$ cat src/rtl/alu_pkg.sv
// Shared definitions for the execute-stage ALU.
//   - 4-bit ALU_control op-codes (shared with the ALU control decoder)
//   - pipeline-register state enum
// Optional feature macro: ALU_MUL_EN (adds the MUL op-code use and MUL state).
package alu_pkg;

  localparam logic [3:0] ALU_AND  = 4'b0000;
  localparam logic [3:0] ALU_OR   = 4'b0001;
  localparam logic [3:0] ALU_ADD  = 4'b0010;
  localparam logic [3:0] ALU_MUL  = 4'b0011;
  localparam logic [3:0] ALU_SUB  = 4'b0110;
  localparam logic [3:0] ALU_SLT  = 4'b0111;
  localparam logic [3:0] ALU_ADDI = 4'b1000;

`ifdef ALU_MUL_EN
  typedef enum logic [1:0] {EMPTY, FULL, MUL} stage_state_t;
`else
  typedef enum logic [0:0] {EMPTY, FULL} stage_state_t;
`endif

endpackage

$ cat src/rtl/alu_seq_mul.sv
// Iterative unsigned shift-add multiplier, one multiplier bit per cycle.
// Ports:
//   clk, reset_n   clock, asynchronous active-low reset (aborts a run)
//   start          load operands a/b and begin a WIDTH-cycle run
//   a, b           operands
//   done           high during the final iteration cycle
//   product        low WIDTH bits of a*b, valid while done is high
// Used only when ALU_MUL_EN is defined.
module alu_seq_mul #(
  parameter int unsigned WIDTH = 32
) (
  input  logic             clk,
  input  logic             reset_n,
  input  logic             start,
  input  logic [WIDTH-1:0] a,
  input  logic [WIDTH-1:0] b,
  output logic             done,
  output logic [WIDTH-1:0] product
);

  localparam int unsigned CW = $clog2(WIDTH);

  logic             busy;
  logic [CW-1:0]    cnt;
  logic [WIDTH-1:0] acc;
  logic [WIDTH-1:0] acc_next;
  logic [WIDTH-1:0] mcand;
  logic [WIDTH-1:0] mplier;

  assign acc_next = mplier[0] ? acc + mcand : acc;
  // The last partial sum is exposed combinationally so the consumer can
  // capture it on the same edge that performs the final iteration.
  assign done     = busy && (cnt == CW'(WIDTH - 1));
  assign product  = acc_next;

  always_ff @(posedge clk or negedge reset_n) begin
    if (!reset_n) begin
      busy   <= 1'b0;
      cnt    <= '0;
      acc    <= '0;
      mcand  <= '0;
      mplier <= '0;
    end else if (start) begin
      busy   <= 1'b1;
      cnt    <= '0;
      acc    <= '0;
      mcand  <= a;
      mplier <= b;
    end else if (busy) begin
      acc    <= acc_next;
      mcand  <= mcand << 1;
      mplier <= mplier >> 1;
      cnt    <= cnt + 1'b1;
      if (done) busy <= 1'b0;
    end
  end

endmodule

$ cat src/rtl/alu_exec_stage.sv
// Execute-stage ALU with a one-entry valid/ready output register.
// Ports:
//   clk, reset_n            clock, asynchronous active-low reset
//   in_valid / in_ready     operand handshake from decode
//   ALU_control             4-bit op-code (see alu_pkg)
//   operand_a, operand_b    operands
//   out_valid / out_ready   result handshake to memory stage
//   result, zero            registered result and its zero flag
//   overflow                signed overflow on add/addi/sub
//   illegal_op              op-code not supported
// Optional feature macro: ALU_MUL_EN (op 0011 = iterative multiply).
module alu_exec_stage
  import alu_pkg::*;
#(
  parameter int unsigned WIDTH = 32
) (
  input  logic             clk,
  input  logic             reset_n,
  input  logic             in_valid,
  output logic             in_ready,
  input  logic [3:0]       ALU_control,
  input  logic [WIDTH-1:0] operand_a,
  input  logic [WIDTH-1:0] operand_b,
  output logic             out_valid,
  input  logic             out_ready,
  output logic [WIDTH-1:0] result,
  output logic             zero,
  output logic             overflow,
  output logic             illegal_op
);

  stage_state_t state, state_next;

  logic [WIDTH-1:0] sum, diff;
  logic [WIDTH-1:0] alu_res;
  logic             alu_ovf, alu_ill;
  logic             in_fire, out_fire;
  logic             capture;
  logic [WIDTH-1:0] cap_res;
  logic             cap_ovf, cap_ill;
  logic             sub_ovf;

  assign in_ready  = (state == EMPTY) || ((state == FULL) && out_ready);
  assign out_valid = (state == FULL);
  assign in_fire   = in_valid && in_ready;
  assign out_fire  = out_valid && out_ready;

  assign sum     = operand_a + operand_b;
  assign diff    = operand_a - operand_b;
  assign sub_ovf = (operand_a[WIDTH-1] != operand_b[WIDTH-1]) &&
                   (diff[WIDTH-1] != operand_a[WIDTH-1]);

`ifdef ALU_MUL_EN
  logic             op_is_mul;
  logic             mul_done;
  logic [WIDTH-1:0] mul_product;

  assign op_is_mul = (ALU_control == ALU_MUL);

  alu_seq_mul #(.WIDTH(WIDTH)) u_mul (
    .clk     (clk),
    .reset_n (reset_n),
    .start   (in_fire && op_is_mul),
    .a       (operand_a),
    .b       (operand_b),
    .done    (mul_done),
    .product (mul_product)
  );
`endif

  // Unlisted codes (and X/Z, which match no case item) fall to default.
  always_comb begin
    alu_res = '0;
    alu_ovf = 1'b0;
    alu_ill = 1'b0;
    case (ALU_control)
      ALU_AND:  alu_res = operand_a & operand_b;
      ALU_OR:   alu_res = operand_a | operand_b;
      ALU_ADD, ALU_ADDI: begin
        alu_res = sum;
        alu_ovf = (operand_a[WIDTH-1] == operand_b[WIDTH-1]) &&
                  (sum[WIDTH-1] != operand_a[WIDTH-1]);
      end
      ALU_SUB: begin
        alu_res = diff;
        alu_ovf = sub_ovf;
      end
      // Sign of the difference, corrected when the subtraction overflowed.
      ALU_SLT:  alu_res = {{(WIDTH-1){1'b0}}, diff[WIDTH-1] ^ sub_ovf};
`ifdef ALU_MUL_EN
      ALU_MUL:  alu_res = '0;
`endif
      default:  alu_ill = 1'b1;
    endcase
  end

  always_comb begin
    state_next = state;
    capture    = 1'b0;
    cap_res    = alu_res;
    cap_ovf    = alu_ovf;
    cap_ill    = alu_ill;
    case (state)
      EMPTY, FULL: begin
        if (in_fire) begin
`ifdef ALU_MUL_EN
          state_next = op_is_mul ? MUL : FULL;
          capture    = !op_is_mul;
`else
          state_next = FULL;
          capture    = 1'b1;
`endif
        end else if (out_fire) begin
          state_next = EMPTY;
        end
      end
`ifdef ALU_MUL_EN
      MUL: begin
        if (mul_done) begin
          state_next = FULL;
          capture    = 1'b1;
          cap_res    = mul_product;
          cap_ovf    = 1'b0;
          cap_ill    = 1'b0;
        end
      end
`endif
      default: state_next = EMPTY;
    endcase
  end

  always_ff @(posedge clk or negedge reset_n) begin
    if (!reset_n) begin
      state      <= EMPTY;
      result     <= '0;
      zero       <= 1'b0;
      overflow   <= 1'b0;
      illegal_op <= 1'b0;
    end else begin
      state <= state_next;
      if (capture) begin
        result     <= cap_res;
        zero       <= (cap_res == '0);
        overflow   <= cap_ovf;
        illegal_op <= cap_ill;
      end
    end
  end

endmodule
$ cat config.mk
export PLATFORM = sky130hd
export DESIGN_NAME = alu_exec_stage
export DESIGN_NICKNAME = d
export VERILOG_FILES = /design/src/rtl/alu_pkg.sv /design/src/rtl/alu_seq_mul.sv /design/src/rtl/alu_exec_stage.sv
export SDC_FILE = /design/constraint.sdc
export NUM_CORES = 1
export LEC_CHECK = 0
export CAP_MARGIN = 25
export CELL_PAD_IN_SITES_DETAIL_PLACEMENT = 1
export CELL_PAD_IN_SITES_GLOBAL_PLACEMENT = 2
export CORE_MARGIN = 4
export CORE_UTILIZATION = 25
export CTS_CLUSTER_SIZE = 25
export DETAILED_ROUTE_END_ITERATION = 6
export PLACE_DENSITY = 0.65
export SLEW_MARGIN = 30
export SYNTH_ARGS = -nofsm -noshare
export SYNTH_HDL_FRONTEND = slang
export SYNTH_SLANG_ARGS = --single-unit
$ cat constraint.sdc
create_clock -name clk -period 2.7 [get_ports clk]
set_clock_uncertainty 0.15 [all_clocks]
set_input_delay 0.405 -clock clk [delete_from_list [all_inputs] [get_ports clk]]
set_output_delay 0.405 -clock clk [all_outputs]
set_load 0.005 [all_outputs]
==> flow_summary.toml, run 1 <==
[status]
status = "finished, violations left"
violations = "setup timing"

[critical_path]
reg2reg_slack_ns = 0.82
cp.arrival_ns = 4.45
path_buf_inv = 3
criticalPathCategory = "input pin to flip-flop"
cpPeakStageDelay_ns = 0.35
worst_path_max_delay_cell = "fa_2"
r2r-end = "zero"
worstPathMaxFanout = 5
required_ns = 2.72
worst_setup_path_start_kind = "input pin"
reg2reg_depth = 7
critPathTopFamily = "compound AO/OA/AOI/OAI gates"
r2r-start = "out_valid"
cp-end-kind = "flip-flop"
startpoint = "operand_b[14]"

[die]
pin_count = 109
core_area_mm2 = 0.02680
start_util_pct = 25.33
num_rows = 60
fp.dieArea_mm2 = 0.02986
die_h_um = 172.8
die_w_um = 172.8

[routing]
first_pass_iters = 4
postRouteAntennaNets = 0
dr.first_iter.drc_count = 454
wirelength_um = 34630
dr_total_vias = 9083
viasPerCell = 5.149
drc_errors = 0
wl_per_cell_um = 19.63

[cells_and_area]
nFillCells = 3167
drive_above_1_share_pct = 51.16
antenna_cells = 0
nNetsFinal = 1595
final_util_pct = 49.42
area_growth_pct = 95.10

[synth]
synthTopCellsByCount = "inv_1, ha_1, nand2_1, a21oi_1, nor2_1"
ys_warn_count = 0
synth.net_count = 1114
syn-mean-instance-area_um2 = 7.215
synth_cells = 941
post-synth-top-count-cell = "inv_1"
ys_types = 86
synth-seq-area-share_pct = 13.27
yosysTopAreaCell = "ha_1"
synth_edf_count = 0
synth_flop_cell = "dfrtp_1"
synth_area_mm2 = 0.006789
synthTopCellsByArea = "ha_1, dfrtp_1, a21oi_1"
async_flop_share_pct = 100.0
synth_top_area_share_pct = 18.06
ys_seq_elements = 36

[hold_path]
min-delay-path-class = "input pin to asynchronous set/reset pin"

[sta]
timing.final.ws_setup_ns = -1.727
max_freq_mhz = 225.9
finalHoldViolations = 0
fin_crit_sh_pct = 164.0
drv_slew = 0
period_needed_ns = 4.427
rsz0062_at_grt = "yes"
max_slew_margin_pct = 42.62
setup_viol = 26
worstMarginPinSlew_ns = 0.8608

[global_route]
grt_use_met3_pct = 2.164
use_met1_pct = 29.41
grt_usage_pct = 21.97
grt_pass1_wl_um = 53920
antenna_found_initial = 1
grt_pass1_vias = 9786
use_met2_pct = 39.08
grt_start_max_net_pins = 37
top_usage_layer = "met2"
grt_overflow = 0

[place]
port_buffers = 108
dp_hpwl_um = 26950
place.gp.congestion = 0.8554

[cts]
htreeDepth = 2
numCtsBuffers = 5
clkLatencyLatePin_ns = 0.27
cts_tree = "done"
path_clk_slew_ns = 0.06
cts_buffer_depth = 2
cts_root_buffer = "clkbuf_16"
holdBufCountCts = 0
clock_sinks = 36

[power_and_ir_drop]
powerDensity_mw_per_mm2 = 313.3
max-vdd-ir-drop_uv = 238.2
p_total_mw = 4.150
p_leak_nw = 5.933

[flow_run]
cap_violations = 0
-- layer usage --
layer,part of all wire (%),vias up,routed length [um]
li1,-,4370,-
met1,46,4466,15840
met2,49,200,16960
met3,3.4,47,1192
met4,1.8,0,638
met5,0,-,0
-- flip-flops by register name, summed over array words and instances, names as in the netlist --
signal      cells
result         32
illegal_op      1
out_valid       1
overflow        1
zero            1
-- power breakdown --
| part | total (mW) | internal, mW | switching, mW |
|---|---|---|---|
| Sequential | 0.654 | 0.605 | 0.0487 |
| Clock | 0.661 | 0.434 | 0.226 |
| Combinational | 2.83 | 1.45 | 1.39 |
-- stage by stage --
stage               setup WS (ns)  TNS [ns]  hold WS, ns  area, um2  cells
floorplan                  -1.551    -5.296     -0.04059       7094    941
finish                     -1.727    -15.01      0.09040      13250   1764
global route               -1.921    -17.12       0.1409      13250   1764
CTS                        -1.770    -13.77       0.1152      12900   1752
global placement           -2.712    -35.83       0.3107      11160   1704
detailed placement         -2.888    -37.21       0.3211      11160   1704
-- layout by cell type (no fill, tap or decap), drive strengths merged, types with 7 or more instances in the layout --
master,n
a22oi,7
dfrtp,36
nand3,20
o31ai,10
nor3,23
clkbuf,11
nor4,15
o21ai,60
o22ai,9
o221ai,9
a31oi,8
nand2,89
nand2b,9
ha,98
mux2i,18
a21oi,80
o211ai,15
inv,104
buf,449
clkdlybuf4s50,60
nor2,74
a22o,7
nor2b,11
a221o,11
nand4,10
o21bai,10
dlygate4sd2,13
a211oi,18
mux2,7
a21o,8
xnor2,9
-- area by class of cell --
class	instances	area, um2	share of cell area, %
clock buffers	6	128.9	0.9730
clock inverters	2	35.03	0.2645
inverters	107	442.9	3.344
multi-input cells	740	6848	51.70
flip-flops and latches	36	900.9	6.801
well taps	341	426.7	3.221
repair buffers	532	4463	33.70
-- timing repair --
| action | CTS | global route |
|---|---|---|
| setup buffers | 48 | 14 |
| setup endpoints to repair | 31 | 28 |
| gates resized for setup | 434 | 75 |
| pin swaps | 97 | 36 |
-- kinds of logic (layout without fill, tap and decap cells) --
family | count (synthesis) | in the layout | synth area share [%]
AOI/OAI and AO/OA | 315 | 315 | 32.55
and+or+nand+nor | 287 | 287 | 20.48
buffers and inverters | 165 | 647 | 9.399
adders and majority gates | 101 | 101 | 18.95
DFF | 36 | 36 | 13.27
muxes | 25 | 25 | 3.815
xor gates and xnor gates | 12 | 12 | 1.548
-- worst max path at each step --
stage / end / slack [ns] / depth (start not counted)
global route: zero / -1.92 / 28
CTS: zero / -1.77 / 25
detailed placement: zero / -2.89 / 26
finish: zero / -1.73 / 26
global placement: zero / -2.71 / 26
floorplan: zero / -1.55 / 25
(Power assumes the default switching activity.)
==> run 2: changes to the inputs <==
--- a/config.mk
+++ b/config.mk
@@ -10,6 +10,7 @@
 export CELL_PAD_IN_SITES_GLOBAL_PLACEMENT = 2
 export CORE_MARGIN = 4
 export CORE_UTILIZATION = 25
+export CTS_CLUSTER_DIAMETER = 60
 export CTS_CLUSTER_SIZE = 25
 export DETAILED_ROUTE_END_ITERATION = 6
 export PLACE_DENSITY = 0.65
==> results of run 2 <==
No change in the layout: final DEF, timing and power equal those of run 1.
